### src/rtl/mat_mult_sched.sv
// Tile scheduler for the NxN signed matrix-multiply datapath: walks C in 2x2 tiles,
// drives A/B RAM read addresses, MAC enable/clear and the serialised C write-back.
module mat_mult_sched #(
  parameter int N   = 8,
  parameter int AW  = 8,
  parameter int CAW = 6,
  parameter int CW  = 11
) (
  input  logic           clk,
  input  logic           reset,
  input  logic           start,
  output logic [AW-1:0]  addrA1,
  output logic [AW-1:0]  addrA2,
  output logic [AW-1:0]  addrB1,
  output logic [AW-1:0]  addrB2,
  output logic           mac_en,
  output logic           macc_clear,
  output logic [1:0]     prod_sel,
  output logic           c_we,
  output logic [CAW-1:0] c_addr,
  output logic           busy,
  output logic           done,
  output logic [CW-1:0]  clock_count
);

  // state   | meaning
  // IDLE    | waiting for start, all outputs quiet
  // FETCH   | issue A/B read addresses for k = 0..N-1 of the current tile
  // DRAIN   | one extra MAC cycle consuming the k = N-1 read data
  // WRITE   | serialise the four tile products into C (s = 0..3)
  // DONE    | run complete, done high, clock_count held

  localparam int LGN = $clog2(N);
  localparam int TW  = LGN - 1;
  localparam logic [TW-1:0]  T_LAST = TW'(N/2 - 1);
  localparam logic [LGN-1:0] K_LAST = LGN'(N - 1);

  typedef enum logic [2:0] {
    S_IDLE,
    S_FETCH,
    S_DRAIN,
    S_WRITE,
    S_DONE
  } state_t;

  state_t         state, state_nxt;
  logic [TW-1:0]  ti, tj, ti_nxt, tj_nxt;
  logic [LGN-1:0] k, k_nxt;
  logic [1:0]     s, s_nxt;
  logic           launch;

  always_comb begin
    state_nxt = state;
    ti_nxt    = ti;
    tj_nxt    = tj;
    k_nxt     = k;
    s_nxt     = s;
    launch    = 1'b0;
    case (state)
      S_IDLE, S_DONE: begin
        if (start) begin
          launch    = 1'b1;
          state_nxt = S_FETCH;
          ti_nxt    = '0;
          tj_nxt    = '0;
          k_nxt     = '0;
          s_nxt     = '0;
        end
      end
      S_FETCH: begin
        if (k == K_LAST) state_nxt = S_DRAIN;
        else             k_nxt     = k + LGN'(1);
      end
      S_DRAIN: begin
        state_nxt = S_WRITE;
        s_nxt     = '0;
      end
      S_WRITE: begin
        if (s == 2'd3) begin
          if (ti == T_LAST && tj == T_LAST) begin
            state_nxt = S_DONE;
            ti_nxt    = '0;
            tj_nxt    = '0;
            k_nxt     = '0;
          end else begin
            state_nxt = S_FETCH;
            k_nxt     = '0;
            if (tj == T_LAST) begin
              tj_nxt = '0;
              ti_nxt = ti + TW'(1);
            end else begin
              tj_nxt = tj + TW'(1);
            end
          end
        end else begin
          s_nxt = s + 2'd1;
        end
      end
      default: state_nxt = S_IDLE;
    endcase
  end

  // Outputs are computed from the next-state values so they are registered
  // yet line up with the state they describe.
  logic           on_tile_nxt, is_busy;
  logic [AW-1:0]  i0_a, j0_a, k_a;
  logic [AW-1:0]  a1_nxt, a2_nxt, b1_nxt, b2_nxt;
  logic [CAW-1:0] i0_c, j0_c, c_addr_nxt;
  logic           mac_en_nxt, macc_clear_nxt, c_we_nxt;
  logic [1:0]     prod_sel_nxt;

  always_comb begin
    on_tile_nxt = (state_nxt == S_FETCH) || (state_nxt == S_DRAIN) || (state_nxt == S_WRITE);
    is_busy     = (state == S_FETCH) || (state == S_DRAIN) || (state == S_WRITE);
    i0_a        = AW'({ti_nxt, 1'b0});
    j0_a        = AW'({tj_nxt, 1'b0});
    k_a         = AW'(k_nxt);
    i0_c        = CAW'({ti_nxt, 1'b0});
    j0_c        = CAW'({tj_nxt, 1'b0});
    a1_nxt      = '0;
    a2_nxt      = '0;
    b1_nxt      = '0;
    b2_nxt      = '0;
    if (on_tile_nxt) begin
      a1_nxt = (i0_a << LGN) + k_a;
      a2_nxt = ((i0_a + AW'(1)) << LGN) + k_a;
      b1_nxt = (k_a << LGN) + j0_a;
      b2_nxt = (k_a << LGN) + j0_a + AW'(1);
    end
    mac_en_nxt     = ((state_nxt == S_FETCH) && (k_nxt != '0)) || (state_nxt == S_DRAIN);
    macc_clear_nxt = (state_nxt == S_FETCH) && (k_nxt == LGN'(1));
    c_we_nxt       = (state_nxt == S_WRITE);
    prod_sel_nxt   = c_we_nxt ? s_nxt : 2'd0;
    c_addr_nxt     = '0;
    if (c_we_nxt)
      c_addr_nxt = (i0_c << LGN) + j0_c + (CAW'(s_nxt[1]) << LGN) + CAW'(s_nxt[0]);
  end

  always_ff @(posedge clk) begin
    if (reset) begin
      state       <= S_IDLE;
      ti          <= '0;
      tj          <= '0;
      k           <= '0;
      s           <= '0;
      addrA1      <= '0;
      addrA2      <= '0;
      addrB1      <= '0;
      addrB2      <= '0;
      mac_en      <= 1'b0;
      macc_clear  <= 1'b0;
      prod_sel    <= 2'd0;
      c_we        <= 1'b0;
      c_addr      <= '0;
      busy        <= 1'b0;
      done        <= 1'b0;
      clock_count <= '0;
    end else begin
      state      <= state_nxt;
      ti         <= ti_nxt;
      tj         <= tj_nxt;
      k          <= k_nxt;
      s          <= s_nxt;
      addrA1     <= a1_nxt;
      addrA2     <= a2_nxt;
      addrB1     <= b1_nxt;
      addrB2     <= b2_nxt;
      mac_en     <= mac_en_nxt;
      macc_clear <= macc_clear_nxt;
      prod_sel   <= prod_sel_nxt;
      c_we       <= c_we_nxt;
      c_addr     <= c_addr_nxt;
      busy       <= on_tile_nxt;
      done       <= (state_nxt == S_DONE);
      // Counts completed busy cycles, so it reads N*N/4*(N+5) in the first DONE cycle.
      if (launch)
        clock_count <= '0;
      else if (is_busy && clock_count != '1)
        clock_count <= clock_count + CW'(1);
    end
  end

endmodule

### config.mk
export PLATFORM = sky130hd
export DESIGN_NAME = mat_mult_sched
export DESIGN_NICKNAME = d
export VERILOG_FILES = /design/src/rtl/mat_mult_sched.sv
export SDC_FILE = /design/constraint.sdc
export NUM_CORES = 1
export LEC_CHECK = 0
export BUFFER_PORTS_ARGS = -buffer_cell sky130_fd_sc_hd__buf_2
export CAP_MARGIN = 25
export CELL_PAD_IN_SITES_DETAIL_PLACEMENT = 1
export CELL_PAD_IN_SITES_GLOBAL_PLACEMENT = 1
export CORE_UTILIZATION = 34
export DETAILED_ROUTE_END_ITERATION = 8
export GPL_ROUTABILITY_DRIVEN = 1
export PLACE_DENSITY = 0.78
export SLEW_MARGIN = 10
export SYNTH_ARGS = -nofsm -noshare
export SYNTH_HDL_FRONTEND = slang
export SYNTH_SLANG_ARGS = --single-unit
### constraint.sdc
create_clock -name clk -period 2.6 [get_ports clk]
set_input_delay 0.13 -clock clk [delete_from_list [all_inputs] [get_ports clk]]
set_output_delay 0.13 -clock clk [all_outputs]
set_load 0.05 [all_outputs]
* After elaboration in Yosys (flattened, before gate mapping)
Index checks and enable logic that the tools add are counted.
** Operators by class
- Add/sub/neg operators :: 13
- Eq/ne operators :: 14
- Mux-type cells :: 24
- Bitwise operators :: 2
- Reduce and logical (&&, ||, !) cells :: 15
** Operators by type and width (number)
- 3-bit two-way mux :: 7
- 2-bit two-way mux :: 10
- 6-bit by 3-bit adder with 7-bit output :: 2
- 3-bit by 2-bit == test with 1-bit output, second input constant :: 4
- 3-bit case mux with 4 select lines :: 1
- 11-bit by 1-bit adder with 11-bit output, second input constant :: 1
- 11-bit inequality test, second input constant :: 1
- 3-bit by 1-bit == test with 1-bit output, second input constant :: 3
- 3-bit == test, second input constant :: 3
- 3-bit case mux with 3 select lines :: 1
- 7-bit by 1-bit adder with 8-bit output, second input constant :: 1
- 7-bit by 3-bit adder with 8-bit output :: 1
- 2-bit case mux with 2 select lines :: 2
- 2-bit OR reduction :: 4
- 2-bit by 1-bit adder with 2-bit output, second input constant :: 3
- 6-bit by 1-bit adder with 6-bit output :: 1
- 6-bit by 3-bit adder with 6-bit output :: 1
- 6-bit by 4-bit adder with 6-bit output :: 1
- 2-bit == test, second input constant :: 3
- 2-bit case mux with 3 select lines :: 1
- 1-bit logical OR :: 5
- 3-bit by 1-bit adder with 4-bit output, second input constant :: 1
- 1-bit logical AND :: 4
- 3-bit by 1-bit adder with 3-bit output, second input constant :: 1
- 4 further kinds :: 6
** Storage, ports and cells
- Register bits :: 68
- Input bits :: 3
- Word-level logic and storage cells :: 85

* Depth between registers and ports, before layout
Gate-level depths: netlist of run 1.
- Depth in word-level cells :: 10
- Gate-level depth with buffers :: 7

* Worst setup path before layout of run 1
Ideal clock, no wire load.
- Kind :: flip-flop to flip-flop
- From :: register clock_count[1]
- To :: register clock_count[4]
- Setup time :: 0.115 ns
- Data arrival time :: 1.837 ns
- Data required time :: 2.485 ns
- Slack :: 0.648 ns
- Cell stages (with the launch flop) :: 7
- Path buffers :: 1
- Period minus slack after synthesis :: 1.952 ns
- Cells stage by stage :: dfxtp_1 > ha_1 > nand3_1 > nor3_2 > buf_4 > nor4_1 > o21a_1
** Between the ends
- Cells in the longest elaborated chain, start to end :: 2
** Ends and longest elaborated chain
- start, declared :: line 23 : output logic [CW-1:0] clock_count
- start signal, assigned :: line 179 : clock_count <= clock_count + CW'(1);
- parallel branches: the longest is 2 deep, another holds 11-bit by 1-bit adder with 11-bit output
Parallel ways; which one is timed is not known.
A chain may end at the register's enable or synchronous reset.

* Worst setup path after layout of run 1
- From :: register state[1]
- To :: register macc_clear
** Between the ends
- Cells in the longest elaborated chain, start to end :: 5
** Ends and longest elaborated chain
- start, declared :: line 46 : state_t state, state_nxt;
- start signal, assigned :: line 159 : state <= state_nxt;
- 3-bit == test or 3-bit logical NOT (tied branches) :: line 59 : case (state)
- 2-bit OR reduction :: line 59
- 3-bit case mux with 4 select lines or 3-bit case mux with 3 select lines (tied branches) :: line 59
- 3-bit by 1-bit == test with 1-bit output :: line 131 : macc_clear_nxt = (state_nxt == S_FETCH) && (k_nxt == LGN'(1));
- 1-bit logical AND * :: line 131
- end signal, assigned :: line 169 : macc_clear <= macc_clear_nxt;
- end, declared :: line 17 : output logic macc_clear,
Mark *: on every way between the ends. The rest lies on a longest branch, timed or not.

==> flow_metrics.env, run 1 <==
export IMPL_status="complete, no violations"
export IMPL_critPathArrivalTime_ns=2.22
export IMPL_num_vias=1579
export IMPL_cts_sinks=42
export IMPL_grt_ovfl_total=0
export IMPL_die_w_um=78.5
export IMPL_grt_pass1_wl_um=6870
export IMPL_hpwl_um=3120
export IMPL_layout_common_cells="buf_2 (48), dfxtp_1 (42), nor2_1 (28)"
export IMPL_drv_slew=0
export IMPL_coreArea_sq_mm=0.00557
export IMPL_slew_headroom_pct=60.4
export IMPL_h_tree_depth=2
export IMPL_r2r_setup_slack_ns=0.58
export IMPL_synth_cell_area_sq_mm=0.00199
export IMPL_worst_path_buf_inv=0
export IMPL_dpl_cell_count=319
export IMPL_gp_congestion=0.757
export IMPL_numCtsBuffers=5
export IMPL_cts_tree="yes"
export IMPL_clk_latency_ns=0.29
export IMPL_synthArstFlopShare_pct=0
export IMPL_clk_pin_slew_ns=0.08
export IMPL_antenna_found_initial=0
export IMPL_dieArea_sq_mm=0.00617
export IMPL_pin_count=59
export IMPL_dieHeight_um=78.5
export IMPL_fin_skew_ns=0.0115
export IMPL_synthCells=224
export IMPL_fin_crit_sh_pct=77.8
export IMPL_via_per_inst=4.83
export IMPL_seq_area_frac_synth_pct=42.2
export IMPL_slowest_delay_ns=0.69
export IMPL_portBuffers=48
export IMPL_ys_flop_type="dfxtp_1"
export IMPL_wl_um=4210
export IMPL_layout_cells_non_filler=327
export IMPL_path_cells="nor2b_1 -> nand2_1 -> a31oi_1 -> nor4bb_1"
export IMPL_crit_fanout=15
export IMPL_nets=261
export IMPL_irDropWorstVdd_uv=244
export IMPL_cts_buffer_depth=2
export IMPL_crit_slowest_cell="dfxtp_1"
export IMPL_drive_gt1_share_pct=28.2
export IMPL_hold_viol=0
export IMPL_finalSetupViolCount=0
export IMPL_max_freq_ghz=0.495
export IMPL_crit_path_end_kind="flip-flop"
export IMPL_dr_pass1_iters=4
export IMPL_cts_root_buffer="clkbuf_8"
export IMPL_ctsHoldBuffers=0
export IMPL_rr_startpoint="state[1]$_SDFF_PP0_"
export IMPL_cts_setup_buffers=0
export IMPL_ys_warn_count=0
export IMPL_grt_max_degree=19
export IMPL_cts_resized=0
export IMPL_crit_family="simple AND/OR/NAND/NOR gates"
export IMPL_rsz0062_at_grt="no"
export IMPL_r2r_end="macc_clear$_SDFF_PP0_"
export IMPL_crit_path_end="macc_clear$_SDFF_PP0_"
export IMPL_criticalPathCategory="reg -> reg"
export IMPL_rr_worst_depth=4
export IMPL_power_density_mw_per_mm2=565
export IMPL_crit_required_ns=2.80
export IMPL_yosysUniqueCellTypes=54
export IMPL_syn_avg_cell_area_sq_um=8.89
export IMPL_startpoint="state[1]$_SDFF_PP0_"
export IMPL_grt_usage_pct=14.4
export IMPL_synth_seq_cells=42
export IMPL_grt_pass1_vias=1515
export IMPL_rows=27
export IMPL_start_util_pct=35.7
export IMPL_crit_cells=4
export IMPL_synth_edf_count=0
export IMPL_p_leak_uw=0.000993
export IMPL_diodes=0
export IMPL_utilization_pct=39.5
export IMPL_period_needed_ns=2.02
export IMPL_startpoint_type="flip-flop"
export IMPL_tightestPinTransition_ns=0.594
export IMPL_drt_iter0_markers=33
export IMPL_fin_tns_setup_ns=0
export IMPL_cap_violations=0
export IMPL_whs_path_depth=3
export IMPL_drc=0
export IMPL_post_drt_wl_per_cell_um=12.9
export IMPL_ant_nets=0
export IMPL_hp_class="in -> reg"
export IMPL_final_common_cell="buf_2"
export IMPL_syn2layout_area_growth_pct=10.6
==> metal layers <==
| layer | vias to the layer above | part of all wire (%) | track usage, % |
|---|---|---|---|
| met5 | - | 0 | 0 |
| met2 | 35 | 48 | 24.0 |
| li1 | 801 | - | - |
| met4 | 0 | 2.2 | 7.04 |
| met1 | 735 | 46 | 17.1 |
| met3 | 8 | 4.0 | 3.37 |
==> through the flow <==
| step | worst slack, ns | hold WS (ns) | power, uW | area (sq um) |
|---|---|---|---|---|
| after floorplan | 0.648 | 0.336 | 837 | 2030 |
| after detailed placement | 0.612 | 0.501 | 845 | 2120 |
| final | 0.578 | 0.206 | 1250 | 2200 |
| after CTS | 0.589 | 0.202 | 1260 | 2200 |
| after global placement | 0.720 | 0.485 | 843 | 2120 |
| after global routing | 0.404 | 0.221 | 1300 | 2200 |
==> worst register-to-register path, stage by stage (launching register included) <==
cell and delay (ns):
dfxtp_1 0.69, nor2b_1 0.49, nand2_1 0.21, a31oi_1 0.24
nor4bb_1 0.30
==> kinds of logic after synthesis <==
kind of cell             synth area share [%]
other                                   0.188
multiplexers                             1.01
buffers and inverters                    13.9
AO/OA/AOI/OAI                            17.2
flip-flops                               42.2
AND/OR/NAND/NOR                          22.9
adder cells (fa/ha/maj)                  2.51
==> synth_stat cells (4+ instances only) <==
library cell  count  area share [%]
a21oi_1          12             3.0
dfxtp_1          42              42
nand3_1           9             2.3
ha_1              4             2.5
a31oi_1           4             1.3
inv_1             5            0.94
buf_4            28              11
o21a_1            4             1.5
o21ai_0           9             2.3
nor2_1           28             5.3
or3_1             6             1.9
nand2_1          11             2.1
nor2b_1           5             1.6
==> report_power, final <==
group	internal (uW)	switching (uW)	total [uW]
sequential	654	13.7	668
combinational	34.8	126	161
clock	190	226	416
total	879	366	1250
==> registers in the layout, indices dropped and copies added (netlist names), 2 cells and up <==
name and cells:
k 3, clock_count 11, addrA2 5, state 3
ti 2, s 2, addrB2 2, c_addr 5
tj 2
==> final cells by class <==
type / count / area (sq um)
Sequential cell: 42 / 841
Tap cell: 72 / 90.1
Inverter: 8 / 30.0
Clock buffer: 6 / 72.6
Fill cell: 698 / 3370
Multi-Input combinational cell: 148 / 907
Timing Repair Buffer: 49 / 248
Clock inverter: 2 / 13.8
==> worst min path at each step <==
stage / start / slack, ns / to
finish: start / 0.21 / state[2]$_SDFF_PP0_
global route: start / 0.22 / done$_SDFF_PP0_
CTS: start / 0.20 / done$_SDFF_PP0_
detailed placement: clock_count[10]$_SDFFE_PP0P_ / 0.50 / clock_count[8]$_SDFFE_PP0P_
global placement: start / 0.48 / state[2]$_SDFF_PP0_
floorplan: start / 0.34 / done$_SDFF_PP0_
Power figures use the tool's default switching activity.
==> inputs of run 2 (changes only) <==
==> constraint.sdc (replaced) <==
create_clock -name clk -period 2.1 [get_ports clk]
set_input_delay 0.105 -clock clk [delete_from_list [all_inputs] [get_ports clk]]
set_output_delay 0.105 -clock clk [all_outputs]
set_load 0.05 [all_outputs]
==> run 2 against run 1 <==
  * Combinational power is 27% higher
  * Sequential power is 24% higher
  * Register-to-register slack worse by 0.32 ns
  * Critical endpoint is now clock_count[9]$_SDFFE_PP0P_
  * Via count is 2.3% higher
  * Clock power is 29% higher
  * Cell count is 0.61% higher
==> flow_metrics.env, run 2 (synthesis results as in run 1) <==
export IMPL_power_switching_uw=475
export IMPL_startpoint_type="flip-flop"
export IMPL_layout_cells_non_filler=329
export IMPL_numCtsBuffers=5
export IMPL_diodes=0
export IMPL_die_w_um=78.5
export IMPL_whs_path_depth=3
export IMPL_slowest_delay_ns=0.64
export IMPL_max_freq_ghz=0.542
export IMPL_portBuffers=48
export IMPL_grt_usage_pct=14.5
export IMPL_r2r_setup_slack_ns=0.25
export IMPL_cap_violations=0
export IMPL_cts_root_buffer="clkbuf_8"
export IMPL_drive_gt1_share_pct=29.6
export IMPL_wl_um=4280
export IMPL_syn2layout_area_growth_pct=11.7
export IMPL_hp_class="in -> reg"
export IMPL_fin_tns_setup_ns=0
export IMPL_cts_tree="yes"
export IMPL_p_total_uw=1570
export IMPL_critPathArrivalTime_ns=2.08
export IMPL_grt_pass1_wl_um=6980
export IMPL_p_comb_share_pct=13.0
export IMPL_start_util_pct=35.7
export IMPL_nets=263
export IMPL_pin_count=59
export IMPL_switching_share_pct=30.3
export IMPL_final_common_cell="buf_2"
export IMPL_post_drt_wl_per_cell_um=13.0
export IMPL_hold_ws_ns=0.158
export IMPL_hpwl_um=3150
export IMPL_rsz0062_at_grt="no"
export IMPL_via_per_inst=4.91
export IMPL_layout_common_cells="buf_2 (48), dfxtp_1 (42), nor2_1 (28)"
export IMPL_largest_reg_flops=11
export IMPL_clk_pin_slew_ns=0.09
export IMPL_drv_slew=0
export IMPL_rr_startpoint="state[0]$_SDFF_PP0_"
export IMPL_p_leak_uw=0.000999
export IMPL_largest_register="clock_count"
export IMPL_coreArea_sq_mm=0.00557
export IMPL_crit_fanout=12
export IMPL_grt_ovfl_total=0
export IMPL_hold_viol=0
export IMPL_cts_sinks=42
export IMPL_crit_path_end_kind="flip-flop"
export IMPL_num_vias=1615
export IMPL_grt_max_degree=19
export IMPL_period_needed_ns=1.85
export IMPL_status="complete, no violations"
export IMPL_hold_end="state[2]$_SDFF_PP0_"
export IMPL_drt_iter0_markers=63
export IMPL_h_tree_depth=2
export IMPL_irDropWorstVdd_uv=413
export IMPL_rr_worst_depth=4
export IMPL_drc=0
export IMPL_ant_nets=0
export IMPL_antenna_found_initial=0
export IMPL_crit_slowest_cell="dfxtp_1"
export IMPL_dr_pass1_iters=4
export IMPL_fin_crit_sh_pct=87.9
export IMPL_dpl_cell_count=321
export IMPL_p_int_uw=1090
export IMPL_r2r_end="clock_count[9]$_SDFFE_PP0P_"
export IMPL_grt_pass1_vias=1476
export IMPL_path_cells="o21bai_4 -> or3_4 -> or4_1 -> a21oi_1"
export IMPL_dieArea_sq_mm=0.00617
export IMPL_power_density_mw_per_mm2=704
export IMPL_hold_path_startpoint="start"
export IMPL_seqPwrFrac_pct=52.7
export IMPL_criticalPathCategory="reg -> reg"
export IMPL_rows=27
export IMPL_startpoint="state[0]$_SDFF_PP0_"
export IMPL_dieHeight_um=78.5
export IMPL_gp_congestion=0.742
export IMPL_clk_latency_ns=0.30
export IMPL_finalSetupViolCount=0
export IMPL_reg_top3="clock_count x11, addrA2 x5, c_addr x5"
export IMPL_crit_required_ns=2.33
export IMPL_cts_buffer_depth=2
export IMPL_fin_skew_ns=0.00957
export IMPL_pwr_share_clk_pct=34.3
[run 2: cell types whose count changed in the layout (fill, tap and decap cells not counted)]
cell        previous run  this run
clkinvlp_4             0         2
clkinv_4               1         0
nor2b_1                5         4
inv_6                  0         1
buf_4                  1         3
clkinv_2               1         0
nor2b_2                0         1
clkbuf_1               1         0
[run 2: power groups by stage]
| stage | Clock, uW | Combinational (uW) | Sequential, uW |
|---|---|---|---|
| finish | 538 | 204 | 826 |
| global route | 601 | 217 | 829 |
| CTS | 561 | 206 | 826 |
| detailed placement | 0 | 204 | 844 |
| global placement | 0 | 202 | 844 |
| floorplan | 0 | 163 | 874 |
[run 2: metrics by stage]
stage | utilization (%) | setup WS [ns] | cell area [sq um]
final | 39.9 | 0.254 | 2230
after global placement | 38.2 | 0.306 | 2130
after detailed placement | 38.2 | 0.158 | 2130
after floorplan | - | 0.148 | 2030
after global routing | 39.9 | 0.116 | 2230
after CTS | 39.9 | 0.0898 | 2220
[run 2: what timing repair did]
item                       4_1_cts  5_1_grt
setup buffers                    0        0
hold buffers                     0        0
setup endpoints to repair        0        5
resized for setup                0        1
[run 2: layout make-up]
class / instances / area, sq um
Inverter: 8 / 30.0
Fill cell: 680 / 3350
Clock inverter: 3 / 23.8
Sequential cell: 42 / 841
Clock buffer: 5 / 68.8
Multi-Input combinational cell: 148 / 910
Timing Repair Buffer: 51 / 263
Tap cell: 72 / 90.1
[run 2: layer usage]
| metal | part of all wire, % | GRT usage, % | vias up |
|---|---|---|---|
| met5 | 0 | 0 | - |
| met1 | 47 | 18.5 | 763 |
| li1 | - | - | 810 |
| met4 | 1.1 | 5.00 | 0 |
| met2 | 49 | 23.9 | 37 |
| met3 | 3.4 | 3.14 | 5 |
[run 2: how the worst max path moves through the flow]
stage	depth (start not counted)	endpoint	slack, ns
after floorplan	6	clock_count[4]$_SDFFE_PP0P_	0.15
after global placement	5	c_addr[3]$_SDFF_PP0_	0.31
after detailed placement	4	macc_clear$_SDFF_PP0_	0.16
after CTS	4	macc_clear$_SDFF_PP0_	0.09
after global routing	4	clock_count[9]$_SDFFE_PP0P_	0.12
final	4	clock_count[9]$_SDFFE_PP0P_	0.25
[run 2: critical path: cells and delay by family, from the launching register on]
family,cells,cell delay [ns]
compound gates,2,0.32
flops,1,0.64
simple gates,2,0.82
==> inputs of run 3 (changes only) <==
--- a/config.mk
+++ b/config.mk
@@ -9,10 +9,10 @@
 export CAP_MARGIN = 25
 export CELL_PAD_IN_SITES_DETAIL_PLACEMENT = 1
 export CELL_PAD_IN_SITES_GLOBAL_PLACEMENT = 1
-export CORE_UTILIZATION = 34
+export CORE_UTILIZATION = 37
 export DETAILED_ROUTE_END_ITERATION = 8
 export GPL_ROUTABILITY_DRIVEN = 1
-export PLACE_DENSITY = 0.78
+export PLACE_DENSITY = 0.84
 export SLEW_MARGIN = 10
 export SYNTH_ARGS = -nofsm -noshare
 export SYNTH_HDL_FRONTEND = slang
==> run 3 against run 2 <==
  * Cell count shrank 1.2%
  * Clock skew shrank 0.0026 ns
  * Hold slack lost 0.0096 ns
  * Sequential share of layout area grew 0.42 points
  * Cell area shrank 0.96%
  * Non-clock buffer count shrank 2
  * Routed wire length grew 1.9%
  * Critical endpoint unchanged
  * Largest cell class unchanged
==> flow_metrics.env, run 3 (synthesis results as in run 1) <==
export IMPL_status="complete, no violations"
export IMPL_largest_register="clock_count"
export IMPL_clk_pin_slew_ns=0.08
export IMPL_cts_buffer_depth=2
export IMPL_syn2layout_area_growth_pct=10.7
export IMPL_dr_pass1_iters=4
export IMPL_startpoint_type="flip-flop"
export IMPL_finalSetupViolCount=0
export IMPL_clk_latency_ns=0.31
export IMPL_drc=0
export IMPL_final_common_cell="buf_2"
export IMPL_reg_top3="clock_count x11, addrA2 x5, c_addr x5"
export IMPL_fin_tns_setup_ns=0
export IMPL_r2r_setup_slack_ns=0.22
export IMPL_antenna_found_initial=0
export IMPL_hold_path_startpoint="start"
export IMPL_crit_path_end_kind="flip-flop"
export IMPL_diodes=0
export IMPL_hpwl_um=3140
export IMPL_grt_max_degree=19
export IMPL_whs_path_depth=3
export IMPL_slowest_delay_ns=0.68
export IMPL_drv_slew=0
export IMPL_die_w_um=75.4
export IMPL_rows=26
export IMPL_nets=261
export IMPL_grt_pass1_wl_um=6870
export IMPL_largest_reg_flops=11
export IMPL_drt_iter0_markers=56
export IMPL_criticalPathCategory="reg -> reg"
export IMPL_gp_congestion=0.771
export IMPL_rr_worst_depth=4
export IMPL_max_freq_ghz=0.533
export IMPL_path_cells="o21bai_4 -> or3_4 -> or4_1 -> a21oi_1"
export IMPL_crit_slowest_cell="dfxtp_1"
export IMPL_dpl_worst_slack_ns=0.123
export IMPL_irDropWorstVdd_uv=309
export IMPL_grt_ovfl_total=0
export IMPL_h_tree_depth=2
export IMPL_portBuffers=48
export IMPL_worst_slack_ns=0.224
export IMPL_cts_tree="yes"
export IMPL_via_per_inst=4.97
export IMPL_drive_gt1_share_pct=29.0
export IMPL_ctsHoldBuffers=0
export IMPL_period_needed_ns=1.88
export IMPL_ant_nets=0
export IMPL_hold_viol=0
export IMPL_hold_end="state[2]$_SDFF_PP0_"
export IMPL_numCtsBuffers=5
export IMPL_pin_count=59
export IMPL_hp_class="in -> reg"
export IMPL_cts_root_buffer="clkbuf_8"
export IMPL_grt_usage_pct=16.6
export IMPL_rr_startpoint="state[0]$_SDFF_PP0_"
export IMPL_wl_um=4360
export IMPL_slew_headroom_pct=63.1
export IMPL_final_area_sq_mm=0.00220
export IMPL_cts_sinks=42
export IMPL_fin_skew_ns=0.00697
export IMPL_dieHeight_um=75.4
export IMPL_r2r_end="clock_count[9]$_SDFFE_PP0P_"
export IMPL_grt_pass1_vias=1396
export IMPL_layout_common_cells="buf_2 (48), dfxtp_1 (41), nor2_1 (28)"
export IMPL_crit_fanout=14
export IMPL_p_leak_uw=0.000993
export IMPL_coreArea_sq_mm=0.00514
export IMPL_critPathArrivalTime_ns=2.12
export IMPL_power_density_mw_per_mm2=705
export IMPL_fillers=656
export IMPL_fin_crit_sh_pct=89.3
export IMPL_dieArea_sq_mm=0.00568
export IMPL_start_util_pct=38.8
export IMPL_cap_violations=0
export IMPL_placed_cell_area_sq_mm=0.00211
export IMPL_crit_required_ns=2.34
export IMPL_post_drt_wl_per_cell_um=13.4
export IMPL_utilization_pct=42.9
export IMPL_tightestPinTransition_ns=0.552
export IMPL_rsz0062_at_grt="no"
export IMPL_num_vias=1616
## run 3: cell count changes in the layout (fill, tap and decap cells not counted), sizes merged
cell      change
buf           -2
clkinv        +2
clkinvlp      -1
inv           -1
## run 3: metrics by stage
step                power, uW  hold slack, ns  instances
finish                   1550           0.149        325
CTS                      1570           0.154        325
detailed placement       1050           0.474        317
global placement         1040           0.460        317
floorplan                1040           0.311        233
global route             1610           0.172        325
## run 3: critical path, delay by kind of cell (launching register included)
kind / cells / cell delay, ns
compound gates: 2 / 0.32
flops: 1 / 0.68
simple gates: 2 / 0.81
## run 3: worst max-delay path by stage
stage,startpoint,to,slack [ns],depth (start not counted)
after floorplan,clock_count[1]$_SDFFE_PP0P_,clock_count[4]$_SDFFE_PP0P_,0.15,6
after global placement,state[1]$_SDFF_PP0_,addrA2[2]$_SDFF_PP0_,0.24,4
after detailed placement,state[1]$_SDFF_PP0_,macc_clear$_SDFF_PP0_,0.12,4
after CTS,state[1]$_SDFF_PP0_,macc_clear$_SDFF_PP0_,0.05,4
after global routing,state[0]$_SDFF_PP0_,macc_clear$_SDFF_PP0_,0.007,4
final,state[0]$_SDFF_PP0_,clock_count[9]$_SDFFE_PP0P_,0.22,4
## run 3: area by class of cell
class                   instances  area, sq um  area share [%]
repair buffers                 49          248            11.2
clock inverters                 3         21.3           0.965
multi-input cells             148          907            41.1
clock buffers                   5         68.8            3.12
inverters                       8         30.0            1.36
well taps                      70         87.6            3.97
flip-flops and latches         42          842            38.2
## run 3: power by group
part | internal (uW) | switching [uW] | total, uW | leakage, uW
sequential | 810 | 16.6 | 826 | 0.000340
clock | 233 | 295 | 529 | 0.0000441
combinational | 43.1 | 156 | 200 | 0.000608
## run 3: what timing repair did
item | 4_1_cts | 5_1_grt
setup buffers | 0 | 0
endpoints found under the setup margin | 0 | 7
gates resized for setup | 0 | 1
## run 3: layer usage
layer,wire length (um),track usage [%],vias to the layer above
met1,1960,20.4,765
met5,0,0,-
met3,200,4.23,6
li1,-,-,805
met2,2100,27.3,40
met4,95,8.02,0
